==> config.mk <==
export PLATFORM = sky130hd
export DESIGN_NAME = bitstream_decoder
export DESIGN_NICKNAME = d
export VERILOG_FILES = /design/src/rtl/bitstream_decoder.sv
export SDC_FILE = /design/constraint.sdc
export NUM_CORES = 1
export LEC_CHECK = 0
export BUFFER_PORTS_ARGS = -buffer_cell sky130_fd_sc_hd__buf_2
export CORE_UTILIZATION = 45
export CTS_CLUSTER_SIZE = 16
export DETAILED_ROUTE_END_ITERATION = 8
export PLACE_DENSITY_LB_ADDON = 0.1
export REMOVE_ABC_BUFFERS = 1
export SLEW_MARGIN = 20
export SYNTH_ARGS = -nofsm -noshare
export SYNTH_HDL_FRONTEND = slang
export SYNTH_SLANG_ARGS = --single-unit
==> constraint.sdc <==
create_clock -name clk -period 1.43 [get_ports clk]
set_input_delay 0.2145 -clock clk [delete_from_list [all_inputs] [get_ports clk]]
set_output_delay 0.2145 -clock clk [all_outputs]
set_load 0.01 [all_outputs]
==> src/rtl/bitstream_decoder.sv <==
// Stochastic bitstream decoder: counts ones over windows of 2^WINDOW_BITS valid
// samples and presents each count on a valid/ready port with sticky overrun.
module bitstream_decoder #(
  parameter int WINDOW_BITS = 8,
  parameter bit CONTINUOUS  = 1'b1
) (
  input  logic                 clk,
  input  logic                 n_rst,
  input  logic                 start,
  input  logic                 clear,
  input  logic                 in_valid,
  input  logic                 bit_in,
  output logic [WINDOW_BITS:0] out_count,
  output logic                 out_valid,
  input  logic                 out_ready,
  output logic                 busy,
  output logic                 overrun
);

  localparam logic [0:0] S_IDLE  = 1'b0;
  localparam logic [0:0] S_ACCUM = 1'b1;

  localparam logic [WINDOW_BITS-1:0] CNT_LAST = '1;
  localparam logic [WINDOW_BITS-1:0] CNT_ONE  = WINDOW_BITS'(1);

  logic [0:0]             state_q,     state_d;
  logic [WINDOW_BITS-1:0] cnt_q,       cnt_d;
  logic [WINDOW_BITS:0]   acc_q,       acc_d;
  logic [WINDOW_BITS:0]   out_count_q, out_count_d;
  logic                   out_valid_q, out_valid_d;
  logic                   overrun_q,   overrun_d;
  logic [WINDOW_BITS:0]   acc_sum;

  // Cannot wrap: at most N-1 ones are held before the final sample adds one.
  assign acc_sum = acc_q + {{WINDOW_BITS{1'b0}}, bit_in};

  always_comb begin
    // NOTE: every next-state signal takes its current value first, so no path leaves one unassigned and no latch is inferred.
    state_d     = state_q;
    cnt_d       = cnt_q;
    acc_d       = acc_q;
    out_count_d = out_count_q;
    out_valid_d = out_valid_q;
    overrun_d   = overrun_q;

    // A pending result is consumed regardless of what the window is doing.
    if (out_valid_q && out_ready) begin
      out_valid_d = 1'b0;
    end

    if (clear) begin
      cnt_d     = '0;
      acc_d     = '0;
      overrun_d = 1'b0;
      state_d   = (state_q == S_ACCUM && CONTINUOUS) ? S_ACCUM : S_IDLE;
    end else if (state_q == S_IDLE) begin
      if (start) begin
        state_d = S_ACCUM;
      end
    end else if (in_valid) begin
      if (cnt_q == CNT_LAST) begin
        out_count_d = acc_sum;
        out_valid_d = 1'b1;
        // Overwriting an unconsumed result; a same-cycle transfer is not a loss.
        if (out_valid_q && !out_ready) begin
          overrun_d = 1'b1;
        end
        acc_d   = '0;
        cnt_d   = '0;
        state_d = CONTINUOUS ? S_ACCUM : S_IDLE;
      end else begin
        acc_d = acc_sum;
        cnt_d = cnt_q + CNT_ONE;
      end
    end
  end

  // NOTE: state registers use non-blocking assignments so every flop samples pre-edge values.
  always_ff @(posedge clk) begin
    if (!n_rst) begin
      state_q     <= S_IDLE;
      cnt_q       <= '0;
      acc_q       <= '0;
      out_count_q <= '0;
      out_valid_q <= 1'b0;
      overrun_q   <= 1'b0;
    end else begin
      state_q     <= state_d;
      cnt_q       <= cnt_d;
      acc_q       <= acc_d;
      out_count_q <= out_count_d;
      out_valid_q <= out_valid_d;
      overrun_q   <= overrun_d;
    end
  end

  assign out_count = out_count_q;
  assign out_valid = out_valid_q;
  assign busy      = (state_q == S_ACCUM);
  assign overrun   = overrun_q;

endmodule

Yosys cells after proc, flatten, opt, wreduce, memory -nomap -nowiden
Index checks and enable logic that the tools add are counted.
{"block": "classes", "n_reduce_logical": 7, "n_mux": 11, "bitwise_logic": 2, "n_eq_ne": 1, "n_addsub": 2}
{"operator": "$add 9x1->9", "count": 1}
{"operator": "$mux 1", "count": 9}
{"operator": "$mux 9", "count": 1}
{"operator": "$add 8x1->8 const B", "count": 1}
{"operator": "$eq 8x8->1 const B", "count": 1}
{"operator": "$mux 8", "count": 1}
{"operator": "$reduce_and 4->1", "count": 2}
{"operator": "$logic_and 1x1->1", "count": 2}
{"operator": "$not 1->1", "count": 2}
{"operator": "$reduce_and 2->1", "count": 1}
{"operator": "$reduce_or 2->1", "count": 1}
{"operator": "$logic_not 1->1", "count": 1}
{"block": "word_totals", "reg_bits": 29, "input_bits": 7, "output_inout_bits": 12}

Longest topological paths before layout
{"block": "logic_depth", "depth_word": 6, "depth_mapped": 6}

Worst setup path before layout
Ideal clock, no wire load.
{"block": "synth_timing", "path_type": "reg2reg", "startpoint": "register cnt_q[0]", "endpoint": "register acc_q[3]", "period_less_slack_ns": 1.451, "path_stages_with_launch": 6, "n_path_buf": 0, "arrival_time_ns": 1.332, "path_slack_ns": -0.021, "required_time_ns": 1.310, "path_cell_list": "dfxtp_1 > ha_1 > nand3_2 > o211ai_2 > nor3_1 > a211o_1"}
{"block": "synth_via", "elab_chain_len": 2}
{"element": "start: declaration", "line_no": "27", "rtl": "logic [WINDOW_BITS-1:0] cnt_q, cnt_d;"}
{"element": "start signal: assignment", "line_no": "89", "rtl": "cnt_q <= cnt_d;"}
{"element": "$eq 8x8->1", "line_no": "61", "rtl": "if (cnt_q == CNT_LAST) begin"}
{"element": "$mux 9", "line_no": "61"}
{"element": "end signal: assignment", "line_no": "83", "rtl": "acc_q <= '0;"}
{"element": "end signal: assignment", "line_no": "90", "rtl": "acc_q <= acc_d;"}
{"element": "end: declaration", "line_no": "28", "rtl": "logic [WINDOW_BITS:0] acc_q, acc_d;"}
Every way passes these cells.
A chain may end at the register's enable or synchronous reset.

Worst setup path after layout
{"block": "layout_timing", "startpoint": "register cnt_q[7]", "endpoint": "register out_count_q[0], in the netlist out_count[0]"}
{"block": "layout_via", "elab_chain_len": 2}
{"element": "$eq 8x8->1", "line_no": "61"}
{"element": "$reduce_and 4->1 (no source line)"}
{"element": "end signal: assignment", "line_no": "91", "rtl": "out_count_q <= out_count_d;"}
{"element": "end: declaration", "line_no": "29", "rtl": "logic [WINDOW_BITS:0] out_count_q, out_count_d;"}
Every way passes these cells.

==> metrics <==
pwr/cell area 820 mW/mm²; status completed; Hold Vio Cnt, Final 0; Distinct cells, synth 32; Antenna Cells 0; TritonCTS clock tree done; Startpoint Class flip-flop; routed vias 1118; Die Height 55.7 µm; Relative slew margins 68.8%; hold path depth 2; fin nets 192; Post-CTS Hold Buffers 0; first-pass GRT wire length 4840 µm; CP Capture Type flip-flop; number of synthesized flops with an enable pin 0; crit-path cells nand4_4 > nor4_4 > buf_6 > mux2i_1 > nor2b_1; largest net degree at the start of global routing 11; Final Total Pwr 1.38 mW; Critical path buffers and inverters 1; flops & latches, synth 29; Inst Count DP 202; critical path required time 1.65 ns; TritonCTS Buffers 5; crit path DAT 1.62 ns; hold wc startpoint n_rst; Core Region 0.00273 mm²; asr flop ratio synth 0%; DR iter-0 viols 40; fin cells 213; Setup WS pre-CTS -0.0665 ns; area share of the largest cell type after synthesis 44.7%; final setup fails 0; worst-path maximum fanout 5; shortest period the worst path allows 1.40 ns; clock sinks 29; Worst Hold End out_valid; I/O Buffers 18; dpl hpwl 2050 µm; Max VDD drop 0.000818 V; crit-path max cell delay 0.36 ns; number of placed I/O pins 19; Hold Worst Slack 0.187 ns; leading area contributor after synthesis dfxtp_1; Clock Skew 0.00866 ns; Final Max Slew Viols 0; Worst Tran Pin Value 0.466 ns; global route overflow 0; CTS H-tree depth 2; cells after synthesis 140; final worst path period share 97.7%; final wirelength 2840 µm; clk_lat worst skew 0.33 ns; number of cell rows 19; max-cap violations 0; Syn Area/Cell 9.27 µm²; Hold Path Class input port to flip-flop; post-layout util 61.6%; die area 0.00310 mm²; gr usage total 20.4%; R2R Setup Slk 0.03 ns; worst r2r src cnt_q[7]; Placed Area 0.00153 mm²; drt pass-1 iters 4; clk slew on worst S/H paths 0.08 ns; dominant synthesized flop cell dfxtp_1; final setup TNS 0 ns; wire per inst 13.3 µm; yosys warns 0; Root Driver clkbuf_4; Max clock buf depth 2; critical path class flip-flop to flip-flop; drc violations 0; Routed Antenna Nets 0; share of the yosys chip area belonging to registers 44.7%; Worst R2R End out_count[0]; final setup margin 0.0331 ns; FMAX 0.716 GHz; cell with the most instances after synthesis dfxtp_1; crit-path leading delay family simple AND/OR/NAND/NOR gates; CP max stage cell dfxtp_4; vias in the first global route 1119; post-route cell area 0.00168 mm²; initial antenna violation count 0; Initial Utilization 47.5%; layout cells sized above 1 36.3%; RSZ-0062 raised after global routing yes; synth top area cells dfxtp_1 (45%), nor2_1 (4.6%), xnor2_1 (4.1%), a21oi_1 (3.5%), o21ai_0 (3.5%); Die Wd 55.7 µm; RePlAce Congestion 0.801; Static Leakage 0.715 nW; Syn-to-layout area delta 29.8%; synth cell count leaders dfxtp_1 (29), nor2_1 (16), nand2_1 (12), a21oi_1 (9), o21ai_0 (9); Vias per Instance 5.25; Netlist Area Pre-Place 0.00130 mm²; R2R depth 5
-- cell usage in the layout (no fill, tap or decap), drive strengths merged, types with 2 or more instances in the layout --
cell     n
a21oi    9
o21ai    9
nor2b    5
nor3     4
dfxtp   29
nand2   13
nand2b   4
nand4    4
xnor2    6
mux2i    3
nor4     2
ha       3
xor2     3
a22oi    2
o21a     3
a21o     2
buf     40
o211a    3
nand3    8
nor2    16
clkbuf   7
-- layer usage --
layer	up-vias	GRT usage, %	routed length (µm)
li1	572	-	-
met1	522	24.1	1320
met2	18	33.0	1370
met3	6	8.60	110
met4	0	7.14	43
met5	-	0	0
-- cell families (layout without fill, tap and decap cells) --
logic type	Yosys count	in the layout	synth area share, %
AO/OA/AOI/OAI	30	30	14.9
XOR/XNOR	9	9	6.08
adder cells (fa/ha/maj)	3	3	2.89
buffers and inverters	5	47	2.12
flip-flops	29	29	44.7
multiplexers	3	3	2.31
AND/OR/NAND/NOR	61	61	26.9
-- worst max-delay path by stage --
stage / slack, ns / to / cells past startpoint / startpoint
floorplan: -0.08 / out_count[0] / 5 / cnt_q[0]
global placement: -0.03 / acc_q[4] / 6 / acc_q[0]
detailed placement: -0.07 / out_count[2] / 6 / cnt_q[1]
CTS: -0.02 / out_count[2] / 6 / cnt_q[1]
global route: -0.04 / out_count[0] / 5 / cnt_q[7]
finish: 0.03 / out_count[0] / 5 / cnt_q[7]
-- timing repair --
item,4_1_cts,5_1_grt
pin swaps,4,3
resized for setup,11,8
buffers inserted,1,2
endpoints found under the setup margin,11,16
gates cloned,0,1
endpoints found under the hold margin,0,0
-- layout make-up --
class	instances	area (µm²)
Clock buffer	7	55.1
Sequential cell	29	593
Multi-Input combinational cell	106	737
Tap cell	31	38.8
Fill cell	241	1050
Timing Repair Buffer	40	260
-- sequential cells by signal, indices dropped and copies added, names as in the netlist --
signal     flops
overrun        1
acc_q          9
cnt_q          8
out_valid      1
busy           1
out_count      9
-- report_power, final --
part,internal (mW),total (mW),leakage [nW],switching [mW]
combinational,0.0262,0.0641,0.446,0.0379
clock,0.232,0.505,0.0314,0.273
sequential,0.808,0.812,0.238,0.00347
total,1.07,1.38,0.715,0.315
Power figures use the tool's default switching activity.
